===== config.mk =====
export PLATFORM = sky130hd
export DESIGN_NAME = password_entry
export DESIGN_NICKNAME = d
export VERILOG_FILES = /design/src/rtl/password_entry_pkg.sv /design/src/rtl/entry_timer.sv /design/src/rtl/password_entry.sv
export SDC_FILE = /design/constraint.sdc
export NUM_CORES = 1
export LEC_CHECK = 0
export BUFFER_PORTS_ARGS = -buffer_cell sky130_fd_sc_hd__buf_4
export CORE_MARGIN = 3
export CORE_UTILIZATION = 50
export DETAILED_ROUTE_END_ITERATION = 6
export PLACE_DENSITY = 0.8
export SLEW_MARGIN = 15
export SYNTH_ARGS = -nofsm -noshare
export SYNTH_HDL_FRONTEND = slang
export SYNTH_SLANG_ARGS = --single-unit

===== constraint.sdc =====
create_clock -name clk_i -period 4.7 [get_ports clk_i]
set_input_delay 0.235 -clock clk_i [delete_from_list [all_inputs] [get_ports clk_i]]
set_output_delay 0.235 -clock clk_i [all_outputs]
set_load 0.02 [all_outputs]

===== src/rtl/password_entry_pkg.sv =====
// Shared types and key-code constants for the password_entry keypad front end.
package password_entry_pkg;

   typedef enum logic [1:0] {
      ST_IDLE    = 2'd0,
      ST_COLLECT = 2'd1,
      ST_READY   = 2'd2,
      ST_LOCKED  = 2'd3
   } pe_state_t;

   localparam logic [3:0] KEY_CLEAR = 4'hA;
   localparam logic [3:0] KEY_BKSP  = 4'hB;
   localparam logic [3:0] KEY_ENTER = 4'hE;

   function automatic logic is_digit(input logic [3:0] code);
      return (code <= 4'd9);
   endfunction

endpackage


===== src/rtl/entry_timer.sv =====
// Down-counting cycle timer: start (or kick while running) reloads, expire flags
// the CYCLES-th consecutive cycle without a kick.
module entry_timer #(
   parameter int CYCLES = 8
) (
   input  logic clk_i,
   input  logic rst_i,
   input  logic start_i,
   input  logic kick_i,
   output logic expire_o
);

   localparam int            W      = $clog2(CYCLES + 1);
   localparam logic [W-1:0]  RELOAD = W'(CYCLES - 1);

   logic [W-1:0] cnt_q, cnt_d;
   logic         run_q, run_d;

   always_comb begin
      cnt_d    = cnt_q;
      run_d    = run_q;
      expire_o = run_q && (cnt_q == '0) && !kick_i;
      if (start_i || (run_q && kick_i)) begin
         cnt_d = RELOAD;
         run_d = 1'b1;
      end else if (run_q) begin
         if (cnt_q == '0) begin
            run_d = 1'b0;
         end else begin
            cnt_d = cnt_q - 1'b1;
         end
      end
   end

   always_ff @(posedge clk_i) begin
      if (rst_i) begin
         cnt_q <= '0;
         run_q <= 1'b0;
      end else begin
         cnt_q <= cnt_d;
         run_q <= run_d;
      end
   end

endmodule


===== src/rtl/password_entry.sv =====
// Keypad front end: collects four BCD digits, hands a held password to the gate
// FSM and locks the keypad out after repeated rejections.
module password_entry
   import password_entry_pkg::*;
#(
   parameter int TIMEOUT_CYCLES = 1000,
   parameter int MAX_TRIES      = 3,
   parameter int LOCK_CYCLES    = 5000
) (
   input  logic        clk_i,
   input  logic        rst_i,
   input  logic        arm_i,
   input  logic        key_valid_i,
   input  logic [3:0]  key_code_i,
   input  logic        pw_ok_i,
   input  logic        pw_wrong_i,
   output logic [15:0] password_o,
   output logic        pw_valid_o,
   output logic        entry_active_o,
   output logic        locked_o,
   output logic [2:0]  digit_count_o
);

   // state   | meaning
   // IDLE    | no car; buffer cleared, waiting for arm
   // COLLECT | taking digits and edit keys, idle timeout running
   // READY   | password presented, waiting for gate verdict
   // LOCKED  | too many rejections; everything ignored until lock timer ends

   localparam int                FW    = $clog2(MAX_TRIES + 1);
   localparam logic [FW:0]       MAX_T = (FW + 1)'(MAX_TRIES);

   pe_state_t      state_q, state_d;
   logic [15:0]    buf_q, buf_d;
   logic [2:0]     cnt_q, cnt_d;
   logic [FW-1:0]  fail_q, fail_d;
   logic [FW:0]    fail_inc;
   logic           pw_valid_q, pw_valid_d;
   logic           idle_start, idle_kick, idle_expire;
   logic           lock_start, lock_expire;

   assign fail_inc  = {1'b0, fail_q} + 1'b1;
   assign idle_kick = key_valid_i && (state_q == ST_COLLECT);

   entry_timer #(.CYCLES(TIMEOUT_CYCLES)) u_idle_timer (
      .clk_i    (clk_i),
      .rst_i    (rst_i),
      .start_i  (idle_start),
      .kick_i   (idle_kick),
      .expire_o (idle_expire)
   );

   entry_timer #(.CYCLES(LOCK_CYCLES)) u_lock_timer (
      .clk_i    (clk_i),
      .rst_i    (rst_i),
      .start_i  (lock_start),
      .kick_i   (1'b0),
      .expire_o (lock_expire)
   );

   always_comb begin
      state_d    = state_q;
      buf_d      = buf_q;
      cnt_d      = cnt_q;
      fail_d     = fail_q;
      pw_valid_d = 1'b0;
      idle_start = 1'b0;
      lock_start = 1'b0;
      case (state_q)
         ST_IDLE: begin
            buf_d = '0;
            cnt_d = '0;
            if (arm_i) begin
               state_d    = ST_COLLECT;
               idle_start = 1'b1;
            end
         end
         ST_COLLECT: begin
            if (key_valid_i) begin
               if (is_digit(key_code_i)) begin
                  if (cnt_q < 3'd4) begin
                     buf_d = {buf_q[11:0], key_code_i};
                     cnt_d = cnt_q + 3'd1;
                  end
               end else if (key_code_i == KEY_BKSP) begin
                  if (cnt_q != 3'd0) begin
                     buf_d = {4'h0, buf_q[15:4]};
                     cnt_d = cnt_q - 3'd1;
                  end
               end else if (key_code_i == KEY_CLEAR) begin
                  buf_d = '0;
                  cnt_d = '0;
               end else if ((key_code_i == KEY_ENTER) && (cnt_q == 3'd4)) begin
                  state_d    = ST_READY;
                  pw_valid_d = 1'b1;
               end
            end else if (idle_expire) begin
               state_d = ST_IDLE;
               buf_d   = '0;
               cnt_d   = '0;
            end
         end
         ST_READY: begin
            if (pw_ok_i) begin
               state_d = ST_IDLE;
               fail_d  = '0;
               buf_d   = '0;
               cnt_d   = '0;
            end else if (pw_wrong_i) begin
               buf_d = '0;
               cnt_d = '0;
               if (fail_inc == MAX_T) begin
                  state_d    = ST_LOCKED;
                  fail_d     = '0;
                  lock_start = 1'b1;
               end else begin
                  state_d    = ST_COLLECT;
                  fail_d     = fail_inc[FW-1:0];
                  idle_start = 1'b1;
               end
            end
         end
         ST_LOCKED: begin
            if (lock_expire) begin
               state_d = ST_IDLE;
            end
         end
         default: state_d = ST_IDLE;
      endcase
   end

   always_ff @(posedge clk_i) begin
      if (rst_i) begin
         state_q    <= ST_IDLE;
         buf_q      <= '0;
         cnt_q      <= '0;
         fail_q     <= '0;
         pw_valid_q <= 1'b0;
      end else begin
         state_q    <= state_d;
         buf_q      <= buf_d;
         cnt_q      <= cnt_d;
         fail_q     <= fail_d;
         pw_valid_q <= pw_valid_d;
      end
   end

   assign password_o     = (state_q == ST_READY) ? buf_q : 16'h0000;
   assign pw_valid_o     = pw_valid_q;
   assign entry_active_o = (state_q == ST_COLLECT);
   assign locked_o       = (state_q == ST_LOCKED);
   assign digit_count_o  = cnt_q;

endmodule


==> out/metrics.cfg <==
[status]
outcome=completed

[timing]
worst_pin_slew_ns=0.8875
finalSetupTns_ns=0
finClkSkew_ns=0.009981
finalHoldWorstSlack_ns=0.2445
period_share=0.4902
setup_viol=0
final_hold_viol_count=0
max_freq_mhz=434.0
rsz0062_at_grt=no
relSlewSlack=0.4071
final.min_clock_period_ns=2.304
drv_slew=0

[synthesis]
yosysSeqAreaShare=0.3732
synth_top_cell_area_share=0.3732
post_synth_main_area_contributors=dfxtp_1 (37%), a21oi_1 (5.1%), nor2_1 (4.1%)
synth_ff_type=dfxtp_1
synth_top_family_by_area=simple AND/OR/NAND/NOR gates
yosys.area.top_type=dfxtp_1
synth_adder_area_share=0.02380
synth-compound-area-share=0.2028
synthArstFlopShare=0
postSynthAreaPerCell_um2=8.591
synth_fp_nets=321
yosysWarningCount=0
mappedNetlistArea_um2=2629
ys_types=56
muxShareOfSynthArea=0.003808
synth_xor_xnor_area_share=0.05664
synth-simple-area-share=0.2937
synth_cells=306
synth-edff-count=0
synth-seq-cells=49

[global_route]
grt_usage=0.1931
grt_overflow=0
grt_pass1_vias=2087
grt_pass1_wl_mm=9.646
antenna_found_initial=0
grt_start_max_net_pins=41

[clocking]
clkSinkCount=49
cts_hold_buf=0
clkTransAtPathRegs_ns=0.10
numCtsBuffers=5
htreeDepth=2
root_buffer=clkbuf_8
cts-resized-gates=0
worst_skew_pair.late_latency_ns=0.31
clockBufferDepth=2
cts_tree=built
post_cts_buffers=0

[hold_path]
worstHoldPathType=primary input to flop
min_path_cells=3

[placement]
post-dp-hpwl_mm=4.059
portBuffers=31
placed_area_um2=2869
place_inst=388
place_congestion=0.8850

[routing]
antenna_left=0
wl_per_cell_um=14.15
vias=2302
drc=0
dr.pass1.iters=5
drt-initial-drc-count=124
routed_wirelength_mm=5.605
vias_per_cell=5.813

[final_layout]
n_antenna_cell=0
final_cells=396
area_growth_pct=12.57
fillers=427
drive_gt1_frac=0.1854
nets=343
final_area_um2=2959

[die]
dieArea_um2=6164
fp-row-count=25
die_width_um=78.51
ios=32
start_util=0.5353
die_y_um=78.51
fp.coreArea_um2=4911

[setup_path]
worstSetupPathType=flop to flop
cp-start-kind=flop
critPathSlowestCell=or4_4
path_cells=or4_4 > o41ai_4 > o211ai_2 > a221oi_1 > a211oi_2
arrival_ns=2.48
cp_slowest_stage_delay_ns=0.58
worst_setup_path_end_kind=flop
worstPathRequired_ns=4.87
crit_fanout=18
r2r_cells=5

[pwr]
power_density_nw_per_um2=453.1
leakage_nw=1.139
ir_drop_mv=0.3277

[flow_run]
max_cap_violations=0

[kinds of logic after synthesis]
group | count (synthesis)
buffers and inverters | 28
AND/OR/NAND/NOR | 136
adder cells (fa/ha/maj) | 5
flip-flops | 49
XOR/XNOR | 17
multiplexers | 1
AO/OA/AOI/OAI | 70
[worst max-delay path, delay by kind of cell, from the launching register on]
family / cells / cell delay (ns)
AOI/OAI and AO/OA: 4 / 1.21
and+or+nand+nor: 1 / 0.58
DFF: 1 / 0.39
[report_power, final]
part	leakage [nW]	total (mW)	switching [mW]	internal, mW
registers	0.399	0.576	0.0912	0.485
logic	0.695	0.512	0.308	0.205
clock network	0.0445	0.252	0.146	0.106
[final timing paths]
kind | start | endpoint | slack, ns
max | u_idle_timer.cnt_q[4]$_SDFFE_PP0P_ | buf_q[4]$_SDFFE_PP0P_ | 2.40
min | key_code_i[1] | buf_q[1]$_SDFFE_PP0P_ | 0.24
max reg2reg | u_idle_timer.cnt_q[4]$_SDFFE_PP0P_ | buf_q[4]$_SDFFE_PP0P_ | 2.40
min reg2reg | u_lock_timer.cnt_q[12]$_SDFFE_PP0P_ | u_lock_timer.cnt_q[12]$_SDFFE_PP0P_ | 0.48
[sequential cells by signal (all words and copies together), names as in the netlist]
register,cells
buf_q,16
fail_q,2
digit_count_o,3
u_lock_timer.cnt_q,13
u_lock_timer.run_q,1
state_q,2
u_idle_timer.run_q,1
u_idle_timer.cnt_q,10
pw_valid_o,1
[cells in the mapped netlist, drive strengths merged, types with 2 or more instances]
cell and count:
inv 12, a21o 2, nor3 19, xnor2 12, or3 2, clkbuf 13
nor2 30, nor2b 3, nand3b 3, dfxtp 49, nand3 11, nand2b 4
nor3b 3, a22oi 2, a221oi 8, a2111oi 2, a21oi 27, o41ai 5
nor4 10, a211oi 2, or4 4, ha 5, nand2 17, xor2 5
buf 3, and2 17, o2bb2ai 2, o21ai 11, a31oi 2, nand4 4
[final cells by class]
class,instances,area (µm²),share of cell area
Tap cell,67,83.83,0.02833
Timing Repair Buffer,31,232.7,0.07865
Clock buffer,5,68.82,0.02326
Multi-Input combinational cell,229,1526,0.5159
Clock inverter,3,21.27,0.007188
Sequential cell,49,980.9,0.3315
Inverter,12,45.04,0.01522
[per-stage QoR]
step                total power [mW]    util  worst slack [ns]
finish                         1.341  0.6025             2.396
global placement               1.072  0.5842             2.437
detailed placement             1.089  0.5842             2.414
CTS                            1.343  0.6025             2.382
floorplan                     0.9904       -             2.691
global route                   1.432  0.6025             2.195
[layout by cell type, fill, tap and decap left out, drive strengths merged, types with 11 or more instances in the layout]
cell type,n
a21oi,27
and2,17
buf,31
dfxtp,49
inv,13
nand2,17
nand3,11
nor2,30
nor3,19
o21ai,11
xnor2,12
[routing by layer]
metal / track usage / wire length, µm / share of wire
met3: 0.03555 / 330 / 0.059
met2: 0.2963 / 2514 / 0.45
met4: 0.07517 / 72 / 0.013
met1: 0.2676 / 2688 / 0.48
met5: 0 / 0 / 0
Power figures use the tool's default switching activity.
